### src/rtl/id_ex_operand_stage_pkg.sv
// Shared CPU types for the ID/EX operand stage.
// Contents:
//   XLEN, REG_ADDR_W  - datapath and register-index widths
//   alu_function_t    - ALU operation select
//   id_ex_t           - fields held in the ID/EX stage register
//   ID_EX_RESET       - reset image of id_ex_t (ALU op resets to ADD)
package id_ex_operand_stage_pkg;

   localparam int unsigned XLEN       = 32;
   localparam int unsigned REG_ADDR_W = 5;

   typedef enum logic [3:0] {
      ALU_ADD  = 4'd0,
      ALU_SUB  = 4'd1,
      ALU_AND  = 4'd2,
      ALU_OR   = 4'd3,
      ALU_XOR  = 4'd4,
      ALU_SLL  = 4'd5,
      ALU_SRL  = 4'd6,
      ALU_SRA  = 4'd7,
      ALU_SLT  = 4'd8,
      ALU_SLTU = 4'd9
   } alu_function_t;

   typedef struct packed {
      alu_function_t         alu_control;
      logic [REG_ADDR_W-1:0] rs1_addr;
      logic [REG_ADDR_W-1:0] rs2_addr;
      logic [XLEN-1:0]       rs1_data;
      logic [XLEN-1:0]       rs2_data;
      logic [XLEN-1:0]       imm;
      logic                  use_imm;
      logic [REG_ADDR_W-1:0] rd_addr;
      logic                  reg_write;
      logic                  is_load;
   } id_ex_t;

   localparam id_ex_t ID_EX_RESET = '{
      alu_control: ALU_ADD,
      rs1_addr:    '0,
      rs2_addr:    '0,
      rs1_data:    '0,
      rs2_data:    '0,
      imm:         '0,
      use_imm:     1'b0,
      rd_addr:     '0,
      reg_write:   1'b0,
      is_load:     1'b0
   };

endpackage

### src/rtl/id_ex_operand_stage_if.sv
// Decode-side, forwarding and execute-side signals of the ID/EX operand stage.
// Modports:
//   slave  - the stage: consumes dec_* / forwarding / ex_ready, drives dec_ready / ex_*
//   master - the environment (decode, later stages, execute)
interface id_ex_operand_stage_if;
   import id_ex_operand_stage_pkg::*;

   // decode offer
   logic                  dec_valid;
   logic                  dec_ready;
   alu_function_t         dec_alu_control;
   logic [REG_ADDR_W-1:0] dec_rs1_addr;
   logic [REG_ADDR_W-1:0] dec_rs2_addr;
   logic [XLEN-1:0]       dec_rs1_data;
   logic [XLEN-1:0]       dec_rs2_data;
   logic [XLEN-1:0]       dec_imm;
   logic                  dec_use_imm;
   logic [REG_ADDR_W-1:0] dec_rd_addr;
   logic                  dec_reg_write;
   logic                  dec_is_load;

   // forwarding sources
   logic [REG_ADDR_W-1:0] exmem_rd_addr;
   logic                  exmem_reg_write;
   logic                  exmem_is_load;
   logic [XLEN-1:0]       exmem_result;
   logic [REG_ADDR_W-1:0] memwb_rd_addr;
   logic                  memwb_reg_write;
   logic [XLEN-1:0]       memwb_result;

   // execute side
   logic                  ex_valid;
   logic                  ex_ready;
   alu_function_t         ex_alu_control;
   logic [XLEN-1:0]       ex_a;
   logic [XLEN-1:0]       ex_b;
   logic [XLEN-1:0]       ex_store_data;
   logic [REG_ADDR_W-1:0] ex_rd_addr;
   logic                  ex_reg_write;
   logic                  ex_is_load;

   modport slave (
      input  dec_valid, dec_alu_control, dec_rs1_addr, dec_rs2_addr,
             dec_rs1_data, dec_rs2_data, dec_imm, dec_use_imm,
             dec_rd_addr, dec_reg_write, dec_is_load,
      output dec_ready,
      input  exmem_rd_addr, exmem_reg_write, exmem_is_load, exmem_result,
             memwb_rd_addr, memwb_reg_write, memwb_result,
      output ex_valid, ex_alu_control, ex_a, ex_b, ex_store_data,
             ex_rd_addr, ex_reg_write, ex_is_load,
      input  ex_ready
   );

   modport master (
      output dec_valid, dec_alu_control, dec_rs1_addr, dec_rs2_addr,
             dec_rs1_data, dec_rs2_data, dec_imm, dec_use_imm,
             dec_rd_addr, dec_reg_write, dec_is_load,
      input  dec_ready,
      output exmem_rd_addr, exmem_reg_write, exmem_is_load, exmem_result,
             memwb_rd_addr, memwb_reg_write, memwb_result,
      input  ex_valid, ex_alu_control, ex_a, ex_b, ex_store_data,
             ex_rd_addr, ex_reg_write, ex_is_load,
      output ex_ready
   );

endinterface

### src/rtl/id_ex_operand_stage_forward_select.sv
// Forwarding priority mux for one source operand.
// Ports:
//   i_rs_addr / i_rs_data          - held source index and register-file value
//   i_exmem_*                      - EX/MEM forwarding source (highest priority)
//   i_memwb_*                      - MEM/WB forwarding source
//   o_data                         - forwarded operand value
// Index 0 is hard-wired zero and is never forwarded.
module id_ex_operand_stage_forward_select
   import id_ex_operand_stage_pkg::*;
(
   input  logic [REG_ADDR_W-1:0] i_rs_addr,
   input  logic [XLEN-1:0]       i_rs_data,
   input  logic [REG_ADDR_W-1:0] i_exmem_rd_addr,
   input  logic                  i_exmem_reg_write,
   input  logic [XLEN-1:0]       i_exmem_result,
   input  logic [REG_ADDR_W-1:0] i_memwb_rd_addr,
   input  logic                  i_memwb_reg_write,
   input  logic [XLEN-1:0]       i_memwb_result,
   output logic [XLEN-1:0]       o_data
);

   logic w_rs_nonzero;

   assign w_rs_nonzero = (i_rs_addr != '0);

   always_comb begin
      o_data = i_rs_data;
      if (w_rs_nonzero && i_exmem_reg_write && (i_exmem_rd_addr == i_rs_addr)) begin
         o_data = i_exmem_result;
      end else if (w_rs_nonzero && i_memwb_reg_write && (i_memwb_rd_addr == i_rs_addr)) begin
         o_data = i_memwb_result;
      end
   end

endmodule

### src/rtl/id_ex_operand_stage.sv
// ID/EX pipeline register with operand forwarding and load-use bubble.
// Ports:
//   clk    - rising-edge clock
//   rst_n  - asynchronous active-low reset
//   flush  - kill the held instruction on the next edge
//   bus    - decode offer, forwarding sources and execute handshake (slave view)
module id_ex_operand_stage
   import id_ex_operand_stage_pkg::*;
(
   input  logic                 clk,
   input  logic                 rst_n,
   input  logic                 flush,
   id_ex_operand_stage_if.slave bus
);

   id_ex_t          r_stage;
   logic            r_stage_valid;

   logic            w_hazard;
   logic            w_ex_valid;
   logic            w_ex_fire;
   logic            w_dec_ready;
   logic            w_accept;
   logic [XLEN-1:0] w_rs1_fwd;
   logic [XLEN-1:0] w_rs2_fwd;

   // rs2 is conservatively treated as always read, so a load into either
   // source register stalls regardless of use_imm.
   assign w_hazard = r_stage_valid && bus.exmem_is_load && bus.exmem_reg_write &&
                     (bus.exmem_rd_addr != '0) &&
                     ((bus.exmem_rd_addr == r_stage.rs1_addr) ||
                      (bus.exmem_rd_addr == r_stage.rs2_addr));

   assign w_ex_valid  = r_stage_valid && !w_hazard;
   assign w_ex_fire   = w_ex_valid && bus.ex_ready;
   assign w_dec_ready = !r_stage_valid || w_ex_fire;
   assign w_accept    = bus.dec_valid && w_dec_ready;

   always_ff @(posedge clk or negedge rst_n) begin
      if (!rst_n) begin
         r_stage_valid <= 1'b0;
         r_stage       <= ID_EX_RESET;
      end else if (flush) begin
         r_stage_valid <= 1'b0;
      end else if (w_accept) begin
         r_stage_valid <= 1'b1;
         r_stage       <= '{
            alu_control: bus.dec_alu_control,
            rs1_addr:    bus.dec_rs1_addr,
            rs2_addr:    bus.dec_rs2_addr,
            rs1_data:    bus.dec_rs1_data,
            rs2_data:    bus.dec_rs2_data,
            imm:         bus.dec_imm,
            use_imm:     bus.dec_use_imm,
            rd_addr:     bus.dec_rd_addr,
            reg_write:   bus.dec_reg_write,
            is_load:     bus.dec_is_load
         };
      end else if (w_ex_fire) begin
         r_stage_valid <= 1'b0;
      end
   end

   id_ex_operand_stage_forward_select u_fwd_rs1 (
      .i_rs_addr         (r_stage.rs1_addr),
      .i_rs_data         (r_stage.rs1_data),
      .i_exmem_rd_addr   (bus.exmem_rd_addr),
      .i_exmem_reg_write (bus.exmem_reg_write),
      .i_exmem_result    (bus.exmem_result),
      .i_memwb_rd_addr   (bus.memwb_rd_addr),
      .i_memwb_reg_write (bus.memwb_reg_write),
      .i_memwb_result    (bus.memwb_result),
      .o_data            (w_rs1_fwd)
   );

   id_ex_operand_stage_forward_select u_fwd_rs2 (
      .i_rs_addr         (r_stage.rs2_addr),
      .i_rs_data         (r_stage.rs2_data),
      .i_exmem_rd_addr   (bus.exmem_rd_addr),
      .i_exmem_reg_write (bus.exmem_reg_write),
      .i_exmem_result    (bus.exmem_result),
      .i_memwb_rd_addr   (bus.memwb_rd_addr),
      .i_memwb_reg_write (bus.memwb_reg_write),
      .i_memwb_result    (bus.memwb_result),
      .o_data            (w_rs2_fwd)
   );

   assign bus.dec_ready      = w_dec_ready;
   assign bus.ex_valid       = w_ex_valid;
   assign bus.ex_alu_control = r_stage.alu_control;
   assign bus.ex_a           = w_rs1_fwd;
   assign bus.ex_b           = r_stage.use_imm ? r_stage.imm : w_rs2_fwd;
   assign bus.ex_store_data  = w_rs2_fwd;
   assign bus.ex_rd_addr     = r_stage.rd_addr;
   assign bus.ex_reg_write   = r_stage.reg_write;
   assign bus.ex_is_load     = r_stage.is_load;

endmodule

### src/flat_wrapper.sv
// flat-port wrapper written by rule: the top's interface ports become plain ports
module id_ex_operand_stage_flat import id_ex_operand_stage_pkg::*;
  (clk, rst_n, flush, bus_dec_valid, bus_dec_alu_control, bus_dec_rs1_addr, bus_dec_rs2_addr, bus_dec_rs1_data, bus_dec_rs2_data, bus_dec_imm, bus_dec_use_imm, bus_dec_rd_addr, bus_dec_reg_write, bus_dec_is_load, bus_dec_ready, bus_exmem_rd_addr, bus_exmem_reg_write, bus_exmem_is_load, bus_exmem_result, bus_memwb_rd_addr, bus_memwb_reg_write, bus_memwb_result, bus_ex_valid, bus_ex_alu_control, bus_ex_a, bus_ex_b, bus_ex_store_data, bus_ex_rd_addr, bus_ex_reg_write, bus_ex_is_load, bus_ex_ready);
  id_ex_operand_stage_if bus_i ();
  input  logic clk;
  input  logic rst_n;
  input  logic flush;
  input wire logic [$bits(bus_i.dec_valid)-1:0] bus_dec_valid;
  input wire logic [$bits(bus_i.dec_alu_control)-1:0] bus_dec_alu_control;
  input wire logic [$bits(bus_i.dec_rs1_addr)-1:0] bus_dec_rs1_addr;
  input wire logic [$bits(bus_i.dec_rs2_addr)-1:0] bus_dec_rs2_addr;
  input wire logic [$bits(bus_i.dec_rs1_data)-1:0] bus_dec_rs1_data;
  input wire logic [$bits(bus_i.dec_rs2_data)-1:0] bus_dec_rs2_data;
  input wire logic [$bits(bus_i.dec_imm)-1:0] bus_dec_imm;
  input wire logic [$bits(bus_i.dec_use_imm)-1:0] bus_dec_use_imm;
  input wire logic [$bits(bus_i.dec_rd_addr)-1:0] bus_dec_rd_addr;
  input wire logic [$bits(bus_i.dec_reg_write)-1:0] bus_dec_reg_write;
  input wire logic [$bits(bus_i.dec_is_load)-1:0] bus_dec_is_load;
  output wire logic [$bits(bus_i.dec_ready)-1:0] bus_dec_ready;
  input wire logic [$bits(bus_i.exmem_rd_addr)-1:0] bus_exmem_rd_addr;
  input wire logic [$bits(bus_i.exmem_reg_write)-1:0] bus_exmem_reg_write;
  input wire logic [$bits(bus_i.exmem_is_load)-1:0] bus_exmem_is_load;
  input wire logic [$bits(bus_i.exmem_result)-1:0] bus_exmem_result;
  input wire logic [$bits(bus_i.memwb_rd_addr)-1:0] bus_memwb_rd_addr;
  input wire logic [$bits(bus_i.memwb_reg_write)-1:0] bus_memwb_reg_write;
  input wire logic [$bits(bus_i.memwb_result)-1:0] bus_memwb_result;
  output wire logic [$bits(bus_i.ex_valid)-1:0] bus_ex_valid;
  output wire logic [$bits(bus_i.ex_alu_control)-1:0] bus_ex_alu_control;
  output wire logic [$bits(bus_i.ex_a)-1:0] bus_ex_a;
  output wire logic [$bits(bus_i.ex_b)-1:0] bus_ex_b;
  output wire logic [$bits(bus_i.ex_store_data)-1:0] bus_ex_store_data;
  output wire logic [$bits(bus_i.ex_rd_addr)-1:0] bus_ex_rd_addr;
  output wire logic [$bits(bus_i.ex_reg_write)-1:0] bus_ex_reg_write;
  output wire logic [$bits(bus_i.ex_is_load)-1:0] bus_ex_is_load;
  input wire logic [$bits(bus_i.ex_ready)-1:0] bus_ex_ready;
  assign bus_i.dec_valid = bus_dec_valid;
  assign bus_i.dec_alu_control = bus_dec_alu_control;
  assign bus_i.dec_rs1_addr = bus_dec_rs1_addr;
  assign bus_i.dec_rs2_addr = bus_dec_rs2_addr;
  assign bus_i.dec_rs1_data = bus_dec_rs1_data;
  assign bus_i.dec_rs2_data = bus_dec_rs2_data;
  assign bus_i.dec_imm = bus_dec_imm;
  assign bus_i.dec_use_imm = bus_dec_use_imm;
  assign bus_i.dec_rd_addr = bus_dec_rd_addr;
  assign bus_i.dec_reg_write = bus_dec_reg_write;
  assign bus_i.dec_is_load = bus_dec_is_load;
  assign bus_dec_ready = bus_i.dec_ready;
  assign bus_i.exmem_rd_addr = bus_exmem_rd_addr;
  assign bus_i.exmem_reg_write = bus_exmem_reg_write;
  assign bus_i.exmem_is_load = bus_exmem_is_load;
  assign bus_i.exmem_result = bus_exmem_result;
  assign bus_i.memwb_rd_addr = bus_memwb_rd_addr;
  assign bus_i.memwb_reg_write = bus_memwb_reg_write;
  assign bus_i.memwb_result = bus_memwb_result;
  assign bus_ex_valid = bus_i.ex_valid;
  assign bus_ex_alu_control = bus_i.ex_alu_control;
  assign bus_ex_a = bus_i.ex_a;
  assign bus_ex_b = bus_i.ex_b;
  assign bus_ex_store_data = bus_i.ex_store_data;
  assign bus_ex_rd_addr = bus_i.ex_rd_addr;
  assign bus_ex_reg_write = bus_i.ex_reg_write;
  assign bus_ex_is_load = bus_i.ex_is_load;
  assign bus_i.ex_ready = bus_ex_ready;
  id_ex_operand_stage u_core (.clk(clk), .rst_n(rst_n), .flush(flush), .bus(bus_i));
endmodule
### config.mk
export PLATFORM = sky130hd
export DESIGN_NAME = id_ex_operand_stage_flat
export DESIGN_NICKNAME = d
export VERILOG_FILES = /design/src/rtl/id_ex_operand_stage_pkg.sv /design/src/rtl/id_ex_operand_stage_if.sv /design/src/rtl/id_ex_operand_stage_forward_select.sv /design/src/rtl/id_ex_operand_stage.sv /design/src/flat_wrapper.sv
export SDC_FILE = /design/constraint.sdc
export NUM_CORES = 1
export LEC_CHECK = 0
export ABC_AREA = 0
export CAP_MARGIN = 20
export CORE_AREA = 2 2 158 121
export CTS_CLUSTER_SIZE = 25
export DETAILED_ROUTE_END_ITERATION = 10
export DIE_AREA = 0 0 160 123
export PLACE_DENSITY = 0.81
export SLEW_MARGIN = 10
export SYNTH_ARGS = -nofsm -noshare
export SYNTH_HDL_FRONTEND = slang
export SYNTH_SLANG_ARGS = --single-unit
### constraint.sdc
create_clock -name clk -period 3 [get_ports clk]
set_input_delay 0.75 -clock clk [delete_from_list [all_inputs] [get_ports clk]]
set_output_delay 0.75 -clock clk [all_outputs]
set_load 0.005 [all_outputs]
Word-level counts from Yosys, hierarchy flattened. Index checks and enable logic that the tools add are counted.

Equal/unequal tests: 4. Muxes and demuxes: 8. Bitwise operators: 1. Reduce and logical (&&, ||, !) cells: 24.

Operators with widths (count): $mux 32 (5); $eq 5x5->1 (4); $logic_and 1x1->1 (15); $reduce_bool 5->1 (3); $mux 1 (3); $reduce_bool 3->1 (1); $logic_not 1->1 (2); $logic_or 1x1->1 (2); $reduce_and 2->1 (1); $not 1->1 (1).

Bits in registers: 119.

Depth between registers and ports, before layout. Gate-level depths: netlist (run 1).

Word-level depth: 11. Mapped depth: 9. Mapped depth without buffers: 6.

Hierarchy. A second synthesis (run 1) with hierarchy kept.

Cells, all modules: 1101. Area total of the unflattened synthesis: 8926.1 µm².

Modules (own cells, without submodules): id_ex_operand_stage (instances 1, cells each 763, area an instance 7029.2 µm², sequential area each 2977.9 µm²); id_ex_operand_stage_forward_select (instances 2, cells each 169, area an instance 948.4 µm², sequential area each 0.0 µm²).

Worst setup path before layout (run 1). Ideal clock, no wire load.

Kind: input to output. Start: input port bus_exmem_rd_addr[4]. End: output port bus_ex_store_data[10]. Arrival time: 1989 ps. Path slack: 261 ps. Cell stages on the path: 7. Cells stage by stage: xnor2_1 > nand3_1 > nor3_2 > nand3_1 > clkbuf_1 > buf_1 > a21oi_1.

Longest elaborated chain between the ends: 3.

RTL lines: start: declaration (line flat_wrapper.sv:20) `input wire logic [$bits(bus_i.exmem_rd_addr)-1:0] bus_exmem_rd_addr;`; $eq 5x5->1 (line id_ex_operand_stage_forward_select.sv:28) `if (w_rs_nonzero && i_exmem_reg_write && (i_exmem_rd_addr == i_rs_addr)) begin`; $logic_and 1x1->1 (line id_ex_operand_stage_forward_select.sv:28); $mux 32 (line id_ex_operand_stage_forward_select.sv:28); end: declaration (line flat_wrapper.sv:31) `output wire logic [$bits(bus_i.ex_store_data)-1:0] bus_ex_store_data;`.

No other way between the ends.

Final worst setup path (run 1).
Start: register u_core.r_stage[113] (netlist name). End: output port bus_ex_a[25].

Longest elaborated chain between the ends: 5.

RTL lines: start: declaration (line id_ex_operand_stage.sv:16) `id_ex_t r_stage;`; start signal: assignment (line id_ex_operand_stage.sv:47) `r_stage <= '{`; $reduce_bool 5->1 (line id_ex_operand_stage_forward_select.sv:24) `assign w_rs_nonzero = (i_rs_addr != '0);`; $logic_and 1x1->1 (2 in a row) (line id_ex_operand_stage_forward_select.sv:30) `end else if (w_rs_nonzero && i_memwb_reg_write && (i_memwb_rd_addr == i_rs_addr)) begin`; $mux 32 (line id_ex_operand_stage_forward_select.sv:30); $mux 32 (*) (line id_ex_operand_stage_forward_select.sv:28); end: declaration (line flat_wrapper.sv:29) `output wire logic [$bits(bus_i.ex_a)-1:0] bus_ex_a;`.

Mark *: on every way between the ends. The rest lies on a longest branch, timed or not.

==> results of run 1 <==
sequential cells by signal, summed over array words and instances, names as in the netlist:
register and flops:
u_core.bus.ex_alu_control 4, u_core.bus.ex_is_load 1, u_core.bus.ex_rd_addr 5, u_core.bus.ex_reg_write 1, u_core.r_stage 107, u_core.r_stage_valid 1
kinds of logic after synthesis:
group,Yosys count,synth area share
XOR/XNOR,20,0.0217
flip-flops,119,0.370
buffers and inverters,246,0.127
AND/OR/NAND/NOR,357,0.178
AO/OA/AOI/OAI,220,0.223
multiplexers,64,0.0795
placed cells by master, fill, tap and decap left out, drive strengths merged:
cell type,instances
a221oi,32
xor2,6
bufinv,5
buf,215
inv,152
dlygate4sd2,23
clkbuf,27
xnor2,14
nand4,2
clkinvlp,3
clkinv,5
dfrtp,119
nor4,1
mux2i,64
clkdlybuf4s50,197
o221ai,118
nor3,37
and2,1
a21oi,33
diode,2
nand2,271
or4,1
and3b,1
nor2,38
nand3,5
clkdlybuf4s15,6
a311oi,1
o21ai,34
a31oi,2
Yosys cell counts:
| master | instances | area, sq um |
|---|---|---|
| nand2_1 | 271 | 1020 |
| inv_1 | 152 | 571 |
| dfrtp_1 | 119 | 2980 |
| o221ai_1 | 98 | 858 |
| mux2i_1 | 64 | 641 |
| clkbuf_1 | 51 | 191 |
| nor2_1 | 36 | 135 |
| nor3_1 | 36 | 180 |
| a21oi_1 | 33 | 165 |
| a221oi_1 | 32 | 280 |
| buf_2 | 24 | 120 |
| o221ai_2 | 20 | 300 |
| o21ai_0 | 18 | 90.1 |
| o21ai_1 | 15 | 75.1 |
| xnor2_1 | 14 | 123 |
| buf_4 | 13 | 97.6 |
| xor2_1 | 6 | 52.6 |
| nand3_1 | 5 | 25.0 |
| buf_1 | 3 | 11.3 |
| buf_6 | 3 | 33.8 |
| a31oi_1 | 2 | 12.5 |
| nand4_1 | 2 | 12.5 |
| nor2_2 | 2 | 12.5 |
| a311oi_1 | 1 | 8.76 |
| and2_1 | 1 | 6.26 |
| and3b_1 | 1 | 8.76 |
| nor3_2 | 1 | 10.0 |
| nor4_4 | 1 | 21.3 |
| o21ai_2 | 1 | 8.76 |
| or4_1 | 1 | 7.51 |
how the worst max path moves through the flow:
| stage | startpoint | end | slack (ns) | depth (start not counted) |
|---|---|---|---|---|
| 2_1_floorplan | bus_exmem_rd_addr[4] | bus_ex_store_data[10] | 0.26 | 7 |
| 3_3_place_gp | bus_memwb_rd_addr[4] | bus_ex_b[11] | -0.89 | 8 |
| 3_5_place_dp | bus_exmem_rd_addr[2] | bus_ex_b[1] | -0.93 | 9 |
| 4_1_cts | u_core.r_stage[113] | bus_ex_a[16] | -0.31 | 10 |
| 5_1_grt | u_core.r_stage[108] | bus_ex_store_data[10] | -0.40 | 9 |
| 6_report | u_core.r_stage[113] | bus_ex_a[25] | -0.34 | 10 |
timing repair:
item                       CTS  global route
pin swaps                   51            43
buffers inserted            45            16
setup endpoints to repair   98            98
gates cloned                13             7
hold buffers                 0             0
gates resized for setup    531           109
final cells by class:
cell class,count,area (sq um),area share
diodes,2,5.00,0.000351
clock buffers,18,429,0.0301
clock inverters,13,205,0.0144
inverters,152,571,0.0400
multi-input cells,661,5210,0.365
flip-flops and latches,119,2990,0.210
well taps,247,309,0.0217
repair buffers,450,4550,0.319
critical path: cells and delay by family (launching register included):
family	cells	cell delay (ns)
AOI/OAI and AO/OA	1	0.23
DFF	1	0.44
buffers and inverters	5	0.72
muxes	1	0.11
and+or+nand+nor	3	0.66
where the power goes:
| part | internal [mW] | total, mW | leakage (nW) | switching, mW |
|---|---|---|---|---|
| combinational | 1.43 | 2.74 | 4.49 | 1.31 |
| sequential | 1.88 | 2.21 | 1.42 | 0.329 |
| clock | 1.46 | 2.23 | 0.302 | 0.768 |
routing by layer:
metal,share of wire,vias up,GRT usage
met5,0.00029,-,0
met4,0.044,2,0.140
met3,0.11,148,0.0969
met2,0.48,747,0.600
met1,0.37,4759,0.445
li1,-,4278,-
==> flow_summary_export.csv, run 1 <==
group,metric,value,unit
clock_tree,numCtsBuffers,17,
place,post-place-ws,-0.933,ns
yosys,synth_seq_cells,119,
finish,fin_area,14300,sq um
place,dpl_cell_area,11800,sq um
die,die_w,160,um
die,std_cell_rows,43,
finish,fin_nets,1601,
die,ios,309,
worst_setup_path,max_stage_delay,0.44,ns
global_route,grt.overflow.total,0,
drt,drc,0,
power_and_ir_drop,leakagePower,6.21,nW
clock_tree,root_buffer,"clkbuf_16",
power_and_ir_drop,power.density,503,nW/um^2
finish,layout.cells.non_filler,1662,
drt,firstDrtPassIters,5,
yosys,synth_cell_types,30,
finish,fillers,1158,
yosys,syn-instance-count,1026,
status,status,"finished with violations",
status,violations,"setup timing",
job,drv_cap,0,
global_route,grtUsageTotal,0.357,
die,core_area,18200,sq um
timing,post-route-period-util,1.11,
global_route,grt_start_max_net_pins,72,
worst_setup_path,r2r_setup_slack,0.21,ns
drt,ant_nets,0,
finish,fin_util,0.785,
place,portBuffers,308,
power_and_ir_drop,finalPower,7.18,mW
power_and_ir_drop,ir_drop,0.000353,V
die,dieArea,19700,sq um
worst_setup_path,slowest_stage,"dfrtp_2",
timing,fin_ws,-0.340,ns
global_route,grt_pass1_wl,54400,um
place,dp_cells,1556,
timing,hold_slack,0.303,ns
timing,fin_skew,0.0129,ns
die,fp.dieH,123,um
timing,slew_violations,0,
drt,routedWlPerCell,22.8,um
clock_tree,clkLatencyLatePin,0.42,ns
worst_setup_path,worst_r2r_startpoint,"u_core.r_stage[108]",
timing,max_freq,0.299,GHz
yosys,synth.avg_cell_area,7.85,sq um
drt,wl,37900,um
timing,min_period,3.34,ns
worst_setup_path,cp_max_fo,5,
worst_setup_path,timing.rr.end,"u_core.r_stage[49]",
clock_tree,clk_pin_slew,0.06,ns
finish,area_delta_synth_final,77.2,%
clock_tree,clock-sinks,119,
clock_tree,cts_tree,"done",
drt,viasPerCell,5.98,
place,dp.final_hpwl,21500,um
finish,drive_above_1_share,0.305,
timing,max_slew_margin,0.447,
worst_setup_path,cp-end-kind,"output port",
worst_setup_path,required,2.25,ns
yosys,syn_area,8050,sq um
yosys,synth-seq-area-share,0.370,
global_route,antenna_found_initial,3,
place,routabilityCongestion,0.914,
timing,setup-violations-final,96,
timing,final.setup.tns,-20.04,ns
yosys,synth_nets,1226,
worst_setup_path,critical_path_class,"reg -> out",
global_route,grt_pass1_vias,9846,
timing,worst_pin_slew,0.829,ns
drt,num_vias,9934,
timing,rsz0062_at_grt,"yes",
worst_setup_path,ff2ff_path_depth,15,
timing,finalHoldViolCount,0,
worst_setup_path,cp.arrival,2.59,ns
worst_setup_path,crit_chain,"buf_6 -> or4_4 -> nor2_4 -> nor4_4 -> buf_12 -> buf_12 -> buf_6 -> mux2i_1 -> o21ai_1 -> buf_2",
hold_path,min_path_type,"in -> async",
clock_tree,cts_max_path_buffers,2,
clock_tree,h-tree-depth,4,
drt,dr.first_iter.drc_count,1082,
worst_setup_path,startpoint_type,"flip-flop",
yosys,yosys_warnings,0,
die,start_util,0.443,
(Power assumes the default switching activity.)
==> run 2: changes to the inputs <==
CORE_AREA = 2 2 165 127   (was 2 2 158 121)
DIE_AREA = 0 0 167 129   (was 0 0 160 123)
PLACE_DENSITY = 0.78   (was 0.81)
clock period = 2.9 ns   (was 3 ns; I/O delays follow)
==> run 2 against run 1 <==
Compared with the run above: largest cell class unchanged; critical path depth increased by 1; core utilization decreased by 4.6 points; die area increased by 9.5%; worst setup slack got worse by 0.093 ns; the flow still finishes with violations (setup timing); first-iteration DRC count decreased by 21%.
==> flow_summary_export.csv, run 2 (synthesis gave the netlist of run 1 again) <==
group,metric,value,unit
hold_path,min_path_type,"in -> async",
place,dp.final_hpwl,21200,um
finish,layout_commonest_cell,"nand2_1",
clock_tree,clock-sinks,119,
finish,fin_util,0.739,
drt,dr.first_iter.drc_count,859,
clock_tree,clk_pin_slew,0.06,ns
finish,area_delta_synth_final,82.4,%
die,std_cell_rows,45,
job,drv_cap,0,
timing,max_slew_margin,0.414,
clock_tree,numCtsBuffers,17,
worst_setup_path,crit_chain,"buf_4 -> or4_4 -> nor2_4 -> nor4_4 -> buf_6 -> buf_12 -> buf_12 -> buf_4 -> mux2i_1 -> o21ai_1 -> buf_2",
die,dieArea,21500,sq um
finish,antenna_cells,0,
place,dpl_cell_area,11800,sq um
worst_setup_path,cp.arrival,2.61,ns
power_and_ir_drop,p_seq_frac,0.306,
die,die_w,167,um
drt,wl,36800,um
finish,fin_area,14700,sq um
clock_tree,cts_hold_repair.buffers,0,
timing,fin_skew,0.0119,ns
drt,num_vias,9680,
clock_tree,cts_tree,"done",
drt,route.met3.wl,3190,um
global_route,grt_pass1_vias,9770,
drt,ant_nets,0,
clock_tree,cts_max_path_buffers,2,
power_and_ir_drop,p_sw,2.55,mW
worst_setup_path,critical_path_class,"reg -> out",
global_route,grt_start_max_net_pins,81,
clock_tree,clkLatencyLatePin,0.42,ns
power_and_ir_drop,p_int,4.88,mW
worst_setup_path,slowest_stage,"dfrtp_1",
timing,rsz0062_at_grt,"yes",
power_and_ir_drop,p_comb_frac,0.397,
status,violations,"setup timing",
clock_tree,root_buffer,"clkbuf_16",
die,fp.dieH,129,um
timing,max_freq,0.300,GHz
finish,fin_nets,1631,
finish,final_cell_mix,"nand2_1 (271), clkdlybuf4s50_1 (197), inv_1 (152)",
global_route,grt_pass1_wl,55300,um
finish,top_register,"u_core.r_stage",
power_and_ir_drop,clkPwrFrac,0.297,
worst_setup_path,max_stage_delay,0.44,ns
drt,routedWlPerCell,21.6,um
worst_setup_path,worst_r2r_startpoint,"u_core.r_stage[113]",
worst_setup_path,crit_family,"buffers and inverters",
timing,min_period,3.33,ns
drt,viasPerCell,5.69,
power_and_ir_drop,swShare,0.343,
timing,finalHoldViolCount,0,
timing,worst_pin_slew,0.880,ns
worst_setup_path,timing.rr.end,"u_core.r_stage[30]",
finish,drive_above_1_share,0.355,
timing,setup-violations-final,96,
power_and_ir_drop,ir_drop,0.000386,V
timing,post-route-period-util,1.15,
worst_setup_path,required,2.17,ns
worst_setup_path,startpoint_type,"flip-flop",
timing,fin_ws,-0.433,ns
die,core_area,19900,sq um
drt,wl_met1,14600,um
global_route,antenna_found_initial,1,
worst_setup_path,cp-end-kind,"output port",
finish,largest_reg_flops,107,
power_and_ir_drop,leakagePower,6.33,nW
place,routabilityCongestion,0.873,
worst_setup_path,crit_buf_inv,6,
drt,routed.top_layer,"met5",
timing,slew_violations,0,
die,start_util,0.405,
drt,firstDrtPassIters,5,
global_route,grt.overflow.total,0,
worst_setup_path,cp_max_fo,5,
worst_setup_path,r2r_setup_slack,0.32,ns
die,ios,309,
global_route,grtUsageTotal,0.331,
power_and_ir_drop,power.density,505,nW/um^2
place,portBuffers,308,
worst_setup_path,ff2ff_path_depth,12,
clock_tree,h-tree-depth,4,
drt,drc,0,
status,status,"finished with violations",
drt,routed-wl-met2,17700,um
[run 2: cell count changes in the layout (fill, tap and decap cells not counted), sizes merged]
| cell | before | now |
|---|---|---|
| buf | 215 | 280 |
| bufinv | 5 | 2 |
| clkbuf | 27 | 20 |
| clkdlybuf4s15 | 6 | 1 |
| diode | 2 | 0 |
| dlygate4sd2 | 23 | 2 |
| inv | 152 | 154 |
[run 2: metrics by stage]
stage,hold WS (ns),TNS (ns),power [mW],cells,worst slack (ns)
global placement,0.492,-89.50,4.55,1563,-0.976
detailed placement,0.502,-98.76,4.62,1563,-0.987
floorplan,0.429,0,3.19,1026,0.211
CTS,0.328,-20.75,7.27,1695,-0.471
finish,0.316,-23.23,7.42,1702,-0.433
global route,0.351,-31.74,7.75,1702,-0.519
[run 2: timing repair]
action / 4_1_cts / 5_1_grt
gates cloned: 19 / 0
endpoints found under the setup margin: 98 / 173
gates resized for setup: 711 / 103
setup buffers: 81 / 26
pin swaps: 60 / 64
[run 2: area by class of cell]
class | count | area [sq um]
clock buffers | 20 | 467
clock inverters | 12 | 144
fillers | 1377 | 5180
inverters | 152 | 571
multi-input cells | 661 | 5370
flip-flops and latches | 119 | 2990
well taps | 258 | 323
repair buffers | 480 | 4830
[run 2: routing by layer]
metal,GRT usage,up-vias
met5,0,-
li1,-,4344
met2,0.542,534
met1,0.414,4709
met4,0.154,2
met3,0.0846,91
[run 2: worst reg2reg max path, stage by stage, from the launching register on]
cell	delay [ns]
dfrtp_1	0.44
buf_6	0.16
buf_4	0.13
xnor2_2	0.13
nand3_1	0.10
nor3_2	0.21
buf_4	0.15
o21ai_4	0.06
buf_4	0.16
buf_4	0.14
a31oi_4	0.23
buf_12	0.30
o221ai_1	0.19
[run 2: worst max-delay path by stage]
| stage | depth (start not counted) | from | slack, ns | end |
|---|---|---|---|---|
| final | 11 | u_core.r_stage[113] | -0.43 | bus_ex_a[28] |
| after global routing | 11 | u_core.r_stage[113] | -0.52 | bus_ex_a[22] |
| after CTS | 11 | u_core.r_stage[113] | -0.47 | bus_ex_a[22] |
| after detailed placement | 9 | bus_exmem_rd_addr[4] | -0.99 | bus_ex_b[9] |
| after global placement | 9 | bus_exmem_rd_addr[4] | -0.98 | bus_ex_b[9] |
| after floorplan | 7 | bus_exmem_rd_addr[4] | 0.21 | bus_ex_store_data[10] |
[run 2: power by group through the flow]
stage / clock network [mW] / registers [mW] / logic, mW
final: 2.21 / 2.27 / 2.95
after global routing: 2.31 / 2.30 / 3.14
after CTS: 2.23 / 2.24 / 2.80
after detailed placement: 0 / 2.22 / 2.40
after global placement: 0 / 2.20 / 2.35
after floorplan: 0 / 2.14 / 1.05
==> run 3: changes to the inputs <==
--- a/config.mk
+++ b/config.mk
@@ -8,9 +8,10 @@
 export ABC_AREA = 0
 export CAP_MARGIN = 20
-export CORE_AREA = 2 2 165 127
+export CORE_AREA = 2 2 156 120
+export CTS_BUF_LIST = sky130_fd_sc_hd__clkbuf_2
 export CTS_CLUSTER_SIZE = 25
 export DETAILED_ROUTE_END_ITERATION = 10
-export DIE_AREA = 0 0 167 129
-export PLACE_DENSITY = 0.78
+export DIE_AREA = 0 0 158 122
+export PLACE_DENSITY = 0.83
 export SLEW_MARGIN = 10
 export SYNTH_ARGS = -nofsm -noshare
==> constraint.sdc (replaced) <==
create_clock -name clk -period 3.8 [get_ports clk]
set_input_delay 0.95 -clock clk [delete_from_list [all_inputs] [get_ports clk]]
set_output_delay 0.95 -clock clk [all_outputs]
set_load 0.02 [all_outputs]
==> run 3 against run 2 <==
Compared with the run above: the flow still finishes with violations (setup timing); wire length shrank 5.2%; register-to-register slack gained 0.74 ns; final area shrank 9.0%; cell count shrank 5.1%; die area shrank 11%; global-route usage shrank 0.74 points; via count shrank 2.0%; power shrank 32%; combinational power shrank 18%; critical path depth shrank 3; highest routed layer unchanged.
==> flow_summary_export.csv, run 3 (synthesis gave the netlist of run 1 again) <==
group,metric,value,unit
die,dieArea,19300,sq um
clock_tree,clkLatencyLatePin,0.73,ns
worst_setup_path,worst_r2r_startpoint,"u_core.r_stage[105]",
global_route,grt.overflow.total,0,
worst_setup_path,ff2ff_path_depth,10,
timing,min_period,3.83,ns
die,die_w,158,um
worst_setup_path,r2r_setup_slack,1.06,ns
global_route,grtUsageTotal,0.323,
drt,num_vias,9489,
worst_setup_path,cp-end-kind,"output port",
drt,wl,34800,um
place,dp.final_hpwl,20300,um
worst_setup_path,required,2.85,ns
finish,layout.cells.non_filler,1615,
finish,top_register,"u_core.r_stage",
timing,fin_ws,-0.0308,ns
worst_setup_path,startpoint_type,"flip-flop",
clock_tree,numCtsBuffers,17,
global_route,grt_pass1_vias,8824,
finish,antenna_cells,0,
drt,dr.first_iter.drc_count,920,
global_route,antenna_found_initial,1,
worst_setup_path,timing.rr.end,"u_core.r_stage[33]",
power_and_ir_drop,ir_drop,0.000221,V
clock_tree,clk_pin_slew,0.22,ns
timing,finalHoldViolCount,0,
hold_path,min_path_type,"in -> async",
status,violations,"setup timing",
place,routabilityCongestion,0.888,
finish,final_cell_mix,"nand2_1 (270), clkdlybuf4s50_1 (198), inv_1 (152)",
power_and_ir_drop,leakagePower,5.77,nW
finish,area_delta_synth_final,66.0,%
place,dp_cells,1538,
timing,max_slew_margin,0.380,
finish,drive_above_1_share,0.296,
worst_setup_path,cp.arrival,2.88,ns
die,ios,309,
finish,layout_commonest_cell,"nand2_1",
drt,firstDrtPassIters,5,
die,start_util,0.448,
timing,final.setup.tns,-0.0892,ns
clock_tree,cts_max_path_buffers,2,
timing,setup-violations-final,7,
place,portBuffers,308,
drt,viasPerCell,5.88,
clock_tree,h-tree-depth,4,
worst_setup_path,cp_max_fo,5,
die,fp.dieH,122,um
timing,post-route-period-util,1.01,
timing,worst_pin_slew,0.930,ns
global_route,grt_pass1_wl,48000,um
finish,fin_nets,1555,
worst_setup_path,critical_path_class,"reg -> out",
timing,fin_skew,0.0497,ns
clock_tree,clock-sinks,119,
clock_tree,cts_tree,"done",
power_and_ir_drop,power.density,380,nW/um^2
drt,ant_nets,0,
timing,slew_violations,0,
finish,largest_reg_flops,107,
die,std_cell_rows,43,
die,core_area,18000,sq um
drt,drc,0,
clock_tree,root_buffer,"clkbuf_2",
job,drv_cap,0,
finish,fin_util,0.744,
finish,fillers,1269,
timing,max_freq,0.261,GHz
global_route,grt_start_max_net_pins,83,
drt,routedWlPerCell,21.6,um
status,status,"finished with violations",
timing,rsz0062_at_grt,"yes",
-- run 3: timing repair --
| item | in CTS | in global routing |
|---|---|---|
| endpoints found under the setup margin | 96 | 96 |
| setup buffers | 23 | 10 |
| resized for setup | 512 | 258 |
| pin swaps | 18 | 27 |
| cloned | 9 | 8 |
| hold buffers | 0 | 0 |
-- run 3: how the worst max path moves through the flow --
stage                                    start            to
after detailed placement  bus_exmem_rd_addr[0]  bus_ex_b[25]
after global placement    bus_exmem_rd_addr[4]  bus_ex_b[22]
after global routing       u_core.r_stage[112]  bus_ex_a[20]
after CTS                  u_core.r_stage[113]  bus_ex_a[12]
after floorplan           bus_exmem_rd_addr[4]   bus_ex_b[0]
final                      u_core.r_stage[112]  bus_ex_a[20]
-- run 3: through the flow --
stage                     power, mW  area (sq um)  setup WS, ns  hold WS [ns]
after floorplan                2.74          8050         0.420         0.477
after global placement         3.74         11600        -0.625         0.490
after detailed placement       3.79         11600        -0.603         0.496
after CTS                      4.71         12400       -0.0302         0.176
after global routing           5.34         13400        -0.146         0.167
final                          5.08         13400       -0.0308         0.215
-- run 3: critical path, cell delays in order (launching register included) --
cell       delay [ns]
dfrtp_2          0.50
or4_4            0.51
nor2_4           0.14
and3b_2          0.28
buf_6            0.14
buf_12           0.14
clkbuf_16        0.17
o21ai_2          0.15
buf_6            0.14
-- run 3: area by class of cell --
cell class / instances / area (sq um) / share of cell area
Clock inverter: 13 / 156 / 0.0117
Clock buffer: 19 / 95.1 / 0.00711
Timing Repair Buffer: 404 / 4080 / 0.305
Inverter: 152 / 571 / 0.0427
Tap cell: 247 / 309 / 0.0231
Multi-Input combinational cell: 661 / 5170 / 0.387
Sequential cell: 119 / 2990 / 0.224
-- run 3: routing by layer --
metal	global-route usage	up-vias	part of all wire
met1	0.427	4527	0.39
met2	0.513	635	0.46
met5	0	-	0.00037
met3	0.0968	133	0.11
met4	0.100	2	0.042
li1	-	4192	-
-- run 3: where the power goes --
| part | internal (mW) | leakage, nW | switching (mW) |
|---|---|---|---|
| combinational | 1.17 | 4.20 | 1.26 |
| sequential | 1.48 | 1.42 | 0.270 |
| clock | 0.369 | 0.154 | 0.532 |
==> patch (config.mk and constraints of run 2) <==
Set the package constant `REG_ADDR_W` to 6 (it was 5).
--- a/src/rtl/id_ex_operand_stage_pkg.sv
+++ b/src/rtl/id_ex_operand_stage_pkg.sv
@@ -9,3 +9,3 @@
    localparam int unsigned XLEN       = 32;
-   localparam int unsigned REG_ADDR_W = 5;
+   localparam int unsigned REG_ADDR_W = 6;
 
Ports: changed (6 resized); port bits go from 309 to 315. No check against the original RTL was run, so the function may have changed too.
==> patch against run 2 <==
The flow still finishes with violations (negative setup slack); worst hold slack got worse by 53 ps; area after synthesis grew 15%; worst setup slack got worse by 190 ps; cell area rose by 12%; highest routed layer is now met4; count of clock-buffer cells in the layout grew 1; synthesized cell count is 11% higher; wire length up 31%; sequential cell count increased by 3; power rose by 5.1%; global-route usage up 7.6 points; register-to-register slack got worse by 230 ps; die area did not move; via count rose by 26%; maximum frequency shrank 5.4%.
==> patch: results (changes against run 2) <==
- The run finished, with violations left.
- The checks that failed: negative setup slack.
- The slack of the critical path came to -621 ps (-189 ps).
- The pin count of the biggest net entering global routing is 103 (+27%).
- The total routed wire length on the met1 layer came to 17000 µm (+17%).
- The largest fanout on the critical path was 6 (+1).
- The number of DRC markers after the initial detailed-route iteration is 1993 (+130%).
- The met3 usage was 0.119 (+0.0341).
- The setup slack after placement is -1130 ps (-145 ps).
- The cell with the biggest individual delay on the critical path is dfrtp_2.
- In the post-synthesis netlist, the biggest area contributors are dfrtp_1, o2111ai_1, nand3b_1.
- The flip-flop count of the largest register after layout is 109 (+1.9%).
- The routability congestion estimate was 0.953 (+9.2%).
- Following the worst setup path forward leads to its endpoint at bus_ex_b[1].
- The combinational logic power was 3190 µW (+8.1%).
- In the synthesized netlist, the cells that appear most often are nand2_1, dfrtp_1, nand3b_1, o2111ai_1, o211ai_1.
- The sequential cell fraction of total power is 0.286 (-0.020).
- The half-perimeter wire length after placement came to 26900 µm (+27%).
- The endpoint identified for the worst register-to-register timing path is u_core.r_stage[17].
- The top metal layer carrying routed signals is met4.
- The static leakage power is 0.00622 µW (-1.8%).
- The number of antenna violations at the first check in global routing is 3 (+2).
- The area of placed instances is 13100 µm² (+11%).
- The met3 routed wirelength is 5610 µm (+76%).
- The count of endpoints failing setup in the final report was 98 (+2.1%).
==> patch: changes by cell type in the layout (fill, tap and decap cells not counted), moves of 22 or more <==
cell       before  now
o221ai_1       98    0
nor2_4         14   56
a211oi_4        0   22
o2111ai_1       0  121
o21ai_1        30    0
a221oi_2       27    0
nand3b_1        0  121
nor3_2         24    0
buf_4          57   82
o211ai_1        0  121
nor2_2          6   29
inv_1         152   33
nand2_1       271  154
mux2i_4        34    7
==> patch: repair_timing <==
item                                    CTS  global route
endpoints found under the setup margin  219           188
cloned                                   17             3
resized for setup                       695           224
pin swaps                               115            75
buffers inserted                         48            43
==> patch: final cells by class <==
class                           count  area, µm²
Antenna cell                        3       7.51
Clock buffer                       21        470
Clock inverter                     11        168
Fill cell                        1101       3460
Inverter                           34        128
Multi-Input combinational cell    829       7020
Sequential cell                   122       3070
Tap cell                          258        323
Timing Repair Buffer              511       5230
